[src/rtl/fifo_arb_pkg.sv]
// Shared types and width helpers for the FIFO write arbiter.
// Used by fifo_wr_arbiter, its interface and rr_picker.
package fifo_arb_pkg;

  typedef enum logic {
    ST_IDLE  = 1'b0,
    ST_BURST = 1'b1
  } arb_st_e;

  // Index width that stays at least one bit for n == 1
  function automatic int idx_w(input int n);
    return (n > 1) ? $clog2(n) : 1;
  endfunction

endpackage

[src/rtl/fifo_wr_arbiter_if.sv]
// Requester + FIFO write-side bundle for fifo_wr_arbiter.
// slave: arbiter side, master: requesters/FIFO side.
import fifo_arb_pkg::*;

interface fifo_wr_arbiter_if #(
  parameter int N_REQ     = 4,
  parameter int DATA_W    = 8,
  parameter int BUF_WIDTH = 3
);
  logic [N_REQ-1:0]          req;
  logic [N_REQ*DATA_W-1:0]   req_data;
  logic [N_REQ-1:0]          gnt;
  logic [N_REQ-1:0]          ack;
  logic                      fifo_full;
  logic [BUF_WIDTH:0]        fifo_count;
  logic                      fifo_wr_en;
  logic [DATA_W-1:0]         fifo_wdata;
  logic [idx_w(N_REQ)-1:0]   owner_id;
  logic                      busy;

  modport slave (
    input  req, req_data,
    input  fifo_full, fifo_count,
    output gnt, ack,
    output fifo_wr_en, fifo_wdata,
    output owner_id, busy
  );

  modport master (
    output req, req_data,
    output fifo_full, fifo_count,
    input  gnt, ack,
    input  fifo_wr_en, fifo_wdata,
    input  owner_id, busy
  );
endinterface

[src/rtl/fifo_wr_arbiter_rr_picker.sv]
// Rotating priority encoder: first set req after i_last,
// wrapping around; i_last itself has lowest priority.
import fifo_arb_pkg::*;

module rr_picker #(
  parameter int N_REQ = 4,
  parameter int OW    = 2
) (
  input  logic [N_REQ-1:0] i_req,
  input  logic [OW-1:0]    i_last,
  output logic [OW-1:0]    o_winner,
  output logic             o_valid
);

  // Scan farthest-first so the nearest candidate wins
  always_comb begin
    o_winner = '0;
    o_valid  = 1'b0;
    for (int k = N_REQ; k >= 1; k--) begin
      int j;
      j = int'(i_last) + k;
      if (j >= N_REQ) j = j - N_REQ;
      if (i_req[j]) begin
        o_winner = OW'(j);
        o_valid  = 1'b1;
      end
    end
  end

endmodule

[src/rtl/fifo_wr_arbiter.sv]
// Round-robin burst write arbiter sharing one FIFO among N_REQ producers.
// Define FIFO_WR_ARB_WMARK_EN to also block new grants at fifo_count >= HIGH_WMARK.
import fifo_arb_pkg::*;

module fifo_wr_arbiter #(
  parameter int N_REQ      = 4,
  parameter int DATA_W     = 8,
  parameter int BUF_WIDTH  = 3,
  parameter int MAX_BURST  = 4,
  parameter int HIGH_WMARK = 6
) (
  input logic              clk,
  input logic              rst_n,
  fifo_wr_arbiter_if.slave bus
);

  localparam int OW = idx_w(N_REQ);
  localparam int BW = idx_w(MAX_BURST);

  arb_st_e          r_state;
  arb_st_e          w_state_n;
  logic [N_REQ-1:0] r_gnt;
  logic [N_REQ-1:0] w_gnt_n;
  logic [OW-1:0]    r_own;
  logic [OW-1:0]    w_own_n;
  logic [OW-1:0]    r_last;
  logic [OW-1:0]    w_last_n;
  logic [BW-1:0]    r_beat;
  logic [BW-1:0]    w_beat_n;

  logic [OW-1:0]    w_pick;
  logic             w_pick_vld;
  logic             w_permit;
  logic             w_acc;
  logic             w_last_beat;

  rr_picker #(
    .N_REQ (N_REQ),
    .OW    (OW)
  ) u_pick (
    .i_req    (bus.req),
    .i_last   (r_last),
    .o_winner (w_pick),
    .o_valid  (w_pick_vld)
  );

`ifdef FIFO_WR_ARB_WMARK_EN
  assign w_permit = !bus.fifo_full &&
                    (int'(bus.fifo_count) < HIGH_WMARK);
`else
  logic w_unused;
  assign w_unused = ^{bus.fifo_count, (HIGH_WMARK > 0)};
  assign w_permit = !bus.fifo_full;
`endif

  assign bus.ack = r_gnt & bus.req &
                   {N_REQ{!bus.fifo_full}};
  assign w_acc       = |bus.ack;
  assign w_last_beat = (r_beat == BW'(MAX_BURST - 1));

  assign bus.gnt        = r_gnt;
  assign bus.owner_id   = r_own;
  assign bus.busy       = (r_state == ST_BURST);
  assign bus.fifo_wr_en = w_acc;
  assign bus.fifo_wdata = (r_state == ST_BURST) ?
    bus.req_data[r_own*DATA_W +: DATA_W] : '0;

  always_comb begin
    w_state_n = r_state;
    w_gnt_n   = r_gnt;
    w_own_n   = r_own;
    w_last_n  = r_last;
    w_beat_n  = r_beat;
    unique case (r_state)
      ST_IDLE: begin
        if (w_pick_vld && w_permit) begin
          w_gnt_n         = '0;
          w_gnt_n[w_pick] = 1'b1;
          w_own_n         = w_pick;
          w_beat_n        = '0;
          w_state_n       = ST_BURST;
        end
      end
      ST_BURST: begin
        // Owner dropping req ends the burst even mid-stall
        if (!bus.req[r_own] || (w_acc && w_last_beat)) begin
          w_gnt_n   = '0;
          w_last_n  = r_own;
          w_beat_n  = '0;
          w_state_n = ST_IDLE;
        end else if (w_acc) begin
          w_beat_n = r_beat + 1'b1;
        end
      end
      default: begin
        w_gnt_n   = '0;
        w_state_n = ST_IDLE;
      end
    endcase
  end

  always_ff @(posedge clk or negedge rst_n) begin
    if (!rst_n) begin
      r_state <= ST_IDLE;
      r_gnt   <= '0;
      r_own   <= '0;
      r_last  <= OW'(N_REQ - 1);
      r_beat  <= '0;
    end else begin
      r_state <= w_state_n;
      r_gnt   <= w_gnt_n;
      r_own   <= w_own_n;
      r_last  <= w_last_n;
      r_beat  <= w_beat_n;
    end
  end

endmodule

[src/flat_wrapper.sv]
// flat-port wrapper written by rule: the top's interface ports become plain ports
module fifo_wr_arbiter_flat 
#(
  parameter int N_REQ      = 4,
  parameter int DATA_W     = 8,
  parameter int BUF_WIDTH  = 3,
  parameter int MAX_BURST  = 4,
  parameter int HIGH_WMARK = 6
)
  (clk, rst_n, bus_req, bus_req_data, bus_fifo_full, bus_fifo_count, bus_gnt, bus_ack, bus_fifo_wr_en, bus_fifo_wdata, bus_owner_id, bus_busy);
  fifo_wr_arbiter_if #(.N_REQ(N_REQ), .DATA_W(DATA_W), .BUF_WIDTH(BUF_WIDTH)) bus_i ();
  input logic clk;
  input logic rst_n;
  input wire logic [$bits(bus_i.req)-1:0] bus_req;
  input wire logic [$bits(bus_i.req_data)-1:0] bus_req_data;
  input wire logic [$bits(bus_i.fifo_full)-1:0] bus_fifo_full;
  input wire logic [$bits(bus_i.fifo_count)-1:0] bus_fifo_count;
  output wire logic [$bits(bus_i.gnt)-1:0] bus_gnt;
  output wire logic [$bits(bus_i.ack)-1:0] bus_ack;
  output wire logic [$bits(bus_i.fifo_wr_en)-1:0] bus_fifo_wr_en;
  output wire logic [$bits(bus_i.fifo_wdata)-1:0] bus_fifo_wdata;
  output wire logic [$bits(bus_i.owner_id)-1:0] bus_owner_id;
  output wire logic [$bits(bus_i.busy)-1:0] bus_busy;
  assign bus_i.req = bus_req;
  assign bus_i.req_data = bus_req_data;
  assign bus_i.fifo_full = bus_fifo_full;
  assign bus_i.fifo_count = bus_fifo_count;
  assign bus_gnt = bus_i.gnt;
  assign bus_ack = bus_i.ack;
  assign bus_fifo_wr_en = bus_i.fifo_wr_en;
  assign bus_fifo_wdata = bus_i.fifo_wdata;
  assign bus_owner_id = bus_i.owner_id;
  assign bus_busy = bus_i.busy;
  fifo_wr_arbiter #(.N_REQ(N_REQ), .DATA_W(DATA_W), .BUF_WIDTH(BUF_WIDTH), .MAX_BURST(MAX_BURST), .HIGH_WMARK(HIGH_WMARK)) u_core (.clk(clk), .rst_n(rst_n), .bus(bus_i));
endmodule
[config.mk]
export PLATFORM = sky130hd
export DESIGN_NAME = fifo_wr_arbiter_flat
export DESIGN_NICKNAME = d
export VERILOG_FILES = /design/src/rtl/fifo_arb_pkg.sv /design/src/rtl/fifo_wr_arbiter_if.sv /design/src/rtl/fifo_wr_arbiter_rr_picker.sv /design/src/rtl/fifo_wr_arbiter.sv /design/src/flat_wrapper.sv
export SDC_FILE = /design/constraint.sdc
export NUM_CORES = 1
export LEC_CHECK = 0
export BUFFER_PORTS_ARGS = -buffer_cell sky130_fd_sc_hd__buf_2
export CORE_MARGIN = 2
export CORE_UTILIZATION = 35
export CTS_CLUSTER_SIZE = 16
export DETAILED_ROUTE_END_ITERATION = 7
export PLACE_DENSITY = 0.7
export SLEW_MARGIN = 20
export SYNTH_ARGS = -nofsm -noshare
export SYNTH_HDL_FRONTEND = slang
export SYNTH_SLANG_ARGS = --single-unit
[constraint.sdc]
create_clock -name clk -period 4.74 [get_ports clk]
set_clock_uncertainty 0.05 [all_clocks]
set_input_delay 0.237 -clock clk [delete_from_list [all_inputs] [get_ports clk]]
set_output_delay 0.237 -clock clk [all_outputs]
set_load 0.05 [all_outputs]
* After elaboration in Yosys (flattened, before gate mapping)
Index checks and enable logic that the tools add are counted.
** Cells by class
- Add/subtract/negate cells :: 9
- Mux-type cells :: 39
- Bitwise operators :: 3
- Reductions and logical operators :: 11
- Shifts and indexed selects :: 1
- Order comparisons :: 11
- Equality and inequality tests :: 4
** Operator list (count)
- less-than comparator 32 x 4 -> 1 bit (second input constant) :: 4
- two-way mux 32 bit :: 4
- greater-or-equal comparator 32 x 4 -> 1 bit (second input constant) :: 1
- variable part select 32 x 6 -> 8 bit :: 1
- subtractor 32 x 4 -> 32 bit (second input constant) :: 1
- two-way mux 1 bit :: 16
- two-way mux 2 bit :: 7
- subtractor 3 x 3 -> 4 bit (second input constant) :: 3
- binary-select mux 1 bit (select 2 bit) :: 5
- greater-or-equal comparator 3 bit (second input constant) :: 3
- AND 4 bit :: 2
- two-way mux 4 bit :: 2
- two-way mux 8 bit :: 1
- case mux 4 bit (2 select lines) :: 1
- AND reduction 2 bit :: 4
- adder 2 x 2 -> 3 bit (second input constant) :: 2
- less-than comparator 2 x 3 -> 1 bit (second input constant) :: 2
- adder 2 x 3 -> 4 bit (second input constant) :: 1
- case mux 2 bit (2 select lines) :: 1
- OR reduction 4 bit :: 1
- adder 2 x 1 -> 3 bit (second input constant) :: 1
- logical AND 1 bit :: 3
- inequality test 3 bit (second input constant) :: 1
- adder 2 x 1 -> 2 bit (second input constant) :: 1
- other kinds (9) :: 10
** Storage, ports and cells
- Word-level logic and storage cells :: 83
- Register bits after elaboration :: 11
- Output and inout bits :: 20

* Depth between registers and ports, before layout
- Word-level depth :: 16
- Gate-level depth with buffers :: 5
- Depth with buffers taken out :: 5

* Cells and area by module
Synthesis repeated with hierarchy kept, for this count alone.
** Unflattened totals
- Cell total of the unflattened synthesis :: 98
- Area, all modules :: 935.9 um2
** By module, submodules not included
- fifo_wr_arbiter :: area an instance 844.6 um2, times used 1, sequential area each 277.8 um2, cells each 84
- rr_picker :: area an instance 91.3 um2, times used 1, sequential area each 0.0 um2, cells each 14

* Least setup slack after synthesis
Ideal clock, no wire load.
- Kind :: register to output
- Start point :: register u_core.r_own[0] (netlist: u_core.bus.owner_id[0])
- End point :: output bus_fifo_wdata[0]
- Data required time :: 4.453 ns
- Arrival :: 1.825 ns
- Stages on the path, launching flop included :: 4
- Path slack :: 2.628 ns
- Cell sequence :: dfrtp_1 > buf_2 > mux4_2 > and2_1
** On the way
- Word-level cells in the longest chain between the ends :: 2
** RTL lines
- start: declaration :: line fifo_wr_arbiter.sv:24 : logic [OW-1:0] r_own;
- start signal: assignment :: line fifo_wr_arbiter.sv:112 : r_own <= w_own_n;
- variable part select 32 x 6 -> 8 bit :: line fifo_wr_arbiter.sv:66 : bus.req_data[r_own*DATA_W +: DATA_W] : '0;
- two-way mux 8 bit :: line fifo_wr_arbiter.sv:65 : assign bus.fifo_wdata = (r_state == ST_BURST) ?
- end: declaration :: line flat_wrapper.sv:21 : output wire logic [$bits(bus_i.fifo_wdata)-1:0] bus_fifo_wdata;
No other way between the ends.

* Final worst setup path
Ends and elaborated chain as after synthesis.

==> impl_metrics.json <==
{
  "whs_ns": 0.307,
  "synth_most_common_cell": "nand2_1",
  "synth_cells": 84,
  "place_congestion": 0.858,
  "route.met2.wl_mm": 1.12,
  "vdd_drop_max_uv": 384,
  "synth_common_cells": "13 x nand2_1, 9 x dfrtp_1, 9 x mux4_2, 8 x and2_1",
  "rows": 18,
  "yosysSeqAreaShare_pct": 31.5,
  "fin_area_um2": 1230,
  "tightest_slew_ns": 0.562,
  "start_util_pct": 36.3,
  "first_global_vias": 850,
  "highest_layer": "met4",
  "hold_violations": 0,
  "dieArea_um2": 2940,
  "io_buffers": 58,
  "cts_made_buffers": 3,
  "min_path_type": "input pin to asynchronous set/reset pin",
  "max_freq_mhz": 450,
  "grt_pass1_wl_mm": 3.66,
  "vias_per_cell": 5.35,
  "area_growth_pct": 39.3,
  "ys_ff_latch": 11,
  "combPwrFrac_pct": 67.2,
  "yosysTopAreaCellShare_pct": 25.5,
  "cts_buffer_depth": 2,
  "crit_path_end_kind": "output port",
  "synth.distinct_cells": 28,
  "htree_levels": 1,
  "coreArea_um2": 2430,
  "clkTransAtPathRegs_ns": 0.07,
  "boundaryPins": 63,
  "root_buffer": "clkbuf_4",
  "worstPathRequired_ns": 4.45,
  "drt-initial-drc-count": 18,
  "ant_nets": 0,
  "drt-total-wl_mm": 2.53,
  "ys.warnings.count": 0,
  "die_y_um": 54.2,
  "synth_edf_count": 0,
  "synth_area_um2": 882,
  "dp.final_hpwl_mm": 1.99,
  "power_leakage_uw": 0.000622,
  "cap_violations": 0,
  "worstSetupPathType": "flip-flop to output port",
  "intPower_uw": 381,
  "status": "complete, no violations",
  "pwr-share-clk_pct": 7.8,
  "slew_headroom_pct": 62.5,
  "grt_max_degree": 14,
  "yosys-top-cells-area": "dfrtp_1 26%, mux4_2 23%, dfstp_2 6.0%, and2_1 5.7%, nand2_1 5.5%",
  "critPathLaunchType": "flip-flop",
  "cts_sinks": 11,
  "syn-num-nets": 128,
  "finalSetupViolations": 0,
  "worstSkewPairLatency_ns": 0.28,
  "tns_ns": 0,
  "synth_top_cell_by_area": "dfrtp_1",
  "placed_area_um2": 1190,
  "avgSynthCellArea_um2": 10.5,
  "wl_met1_mm": 1.02,
  "drive_gt1_share_pct": 53.8,
  "rsz0062_at_grt": "false",
  "drv_slew": 0,
  "synth-main-ff-cell": "dfrtp_1",
  "powerDensity_nw_per_um2": 700,
  "period_needed_ns": 2.22,
  "diodes": 0,
  "cp.arrival_ns": 1.94,
  "dr_wl_met3_um": 347,
  "fp.dieW_um": 54.2,
  "via_count": 926,
  "cp_max_fo": 12,
  "cts_tree": "yes",
  "switchingPower_uw": 480,
  "min_period_over_period_pct": 46.9,
  "drt-pass1-iter-count": 4,
  "switching_share_pct": 55.7,
  "async_reset_ff_share_pct": 100,
  "track_usage_pct": 17.4,
  "seqPwrFrac_pct": 25.0,
  "antenna_found_initial": 0,
  "grt.overflow.total": 0,
  "drcViolationCount": 0,
  "post_drt_wl_per_cell_um": 14.6,
  "final_nets": 188
}
==> power groups by stage <==
stage | registers, uW | clock network (uW) | logic, uW
2_1_floorplan | 266 | 0 | 409
3_3_place_gp | 213 | 0 | 571
3_5_place_dp | 217 | 0 | 579
4_1_cts | 216 | 68.5 | 582
5_1_grt | 226 | 74.0 | 619
6_report | 215 | 67.1 | 578
==> cells by family (layout without fill, tap and decap cells) <==
family	after synthesis	in the layout	synth area share [%]
compound gates	20	20	17.6
fa+ha+maj	1	1	1.42
simple gates	32	32	17.4
flops	11	11	31.5
buf+inv	7	66	3.26
mux	13	13	28.8
==> final cells by class <==
type / count / area, um^2
fillers: 235 / 1200
inverters: 3 / 11.3
clock buffers: 4 / 26.3
repair buffers: 59 / 300
well taps: 30 / 37.5
flip-flops and latches: 11 / 278
multi-input cells: 66 / 576
==> critical path: stages (launching register included) <==
cell	delay, ns
dfrtp_1	0.70
mux4_2	0.58
and2_1	0.17
buf_2	0.20
==> per-stage QoR <==
step | power (uW) | setup slack [ns] | cells | util (%)
6_report | 860 | 2.52 | 173 | 50.5
3_3_place_gp | 784 | 2.79 | 168 | 49.0
5_1_grt | 919 | 2.39 | 173 | 50.5
4_1_cts | 866 | 2.48 | 173 | 50.5
2_1_floorplan | 675 | 2.63 | 84 | -
3_5_place_dp | 797 | 2.75 | 168 | 49.0
==> path summary, 6_finish.rpt <==
kind,startpoint,end,slack [ns],depth (start not counted)
max in group asynchronous,rst_n,u_core.r_last[1]$_DFFE_PN1P_,4.07,2
min,rst_n,u_core.bus.gnt[3]$_DFFE_PN0P_,0.31,2
min reg2reg,u_core.r_beat[1]$_DFFE_PN0P_,u_core.r_beat[1]$_DFFE_PN0P_,0.46,1
max reg2reg,u_core.bus.owner_id[1]$_DFFE_PN0P_,u_core.r_last[1]$_DFFE_PN1P_,2.75,3
max,u_core.bus.owner_id[0]$_DFFE_PN0P_,bus_fifo_wdata[0],2.52,3
min in group clk,bus_req[0],u_core.bus.owner_id[0]$_DFFE_PN0P_,0.39,3
==> sequential cells by signal (all words and copies together), names as in the netlist <==
| signal | flops |
|---|---|
| u_core.bus.busy | 1 |
| u_core.bus.gnt | 4 |
| u_core.bus.owner_id | 2 |
| u_core.r_beat | 2 |
| u_core.r_last | 2 |
==> placed cells by master (no fill, tap or decap), types with 2 or more instances in the layout <==
master / synthesis / routed
a21o_1: 2 / 2
a21oi_1: 2 / 2
and2_1: 8 / 8
buf_2: 2 / 58
clkbuf_4: 0 / 3
dfrtp_1: 9 / 9
dfstp_2: 2 / 2
inv_1: 3 / 3
mux2_4: 2 / 2
mux4_2: 9 / 9
nand2_1: 13 / 13
nand2b_1: 3 / 3
nor2_1: 5 / 5
o21ai_0: 5 / 5
o32ai_1: 4 / 4
==> per-layer routing <==
layer  vias to the layer above  track usage (%)
met5                         -                0
met2                        67             31.3
met4                         0             6.67
met3                         5             4.17
li1                        435                -
met1                       419             19.7
==> timing repair <==
item | CTS | global route
hold buffers | 1 | 0
hold endpoints to repair | 9 | 0
gates resized for setup | 0 | 0
setup buffers | 0 | 0
Note: power is estimated with default switching activity, not from simulation.
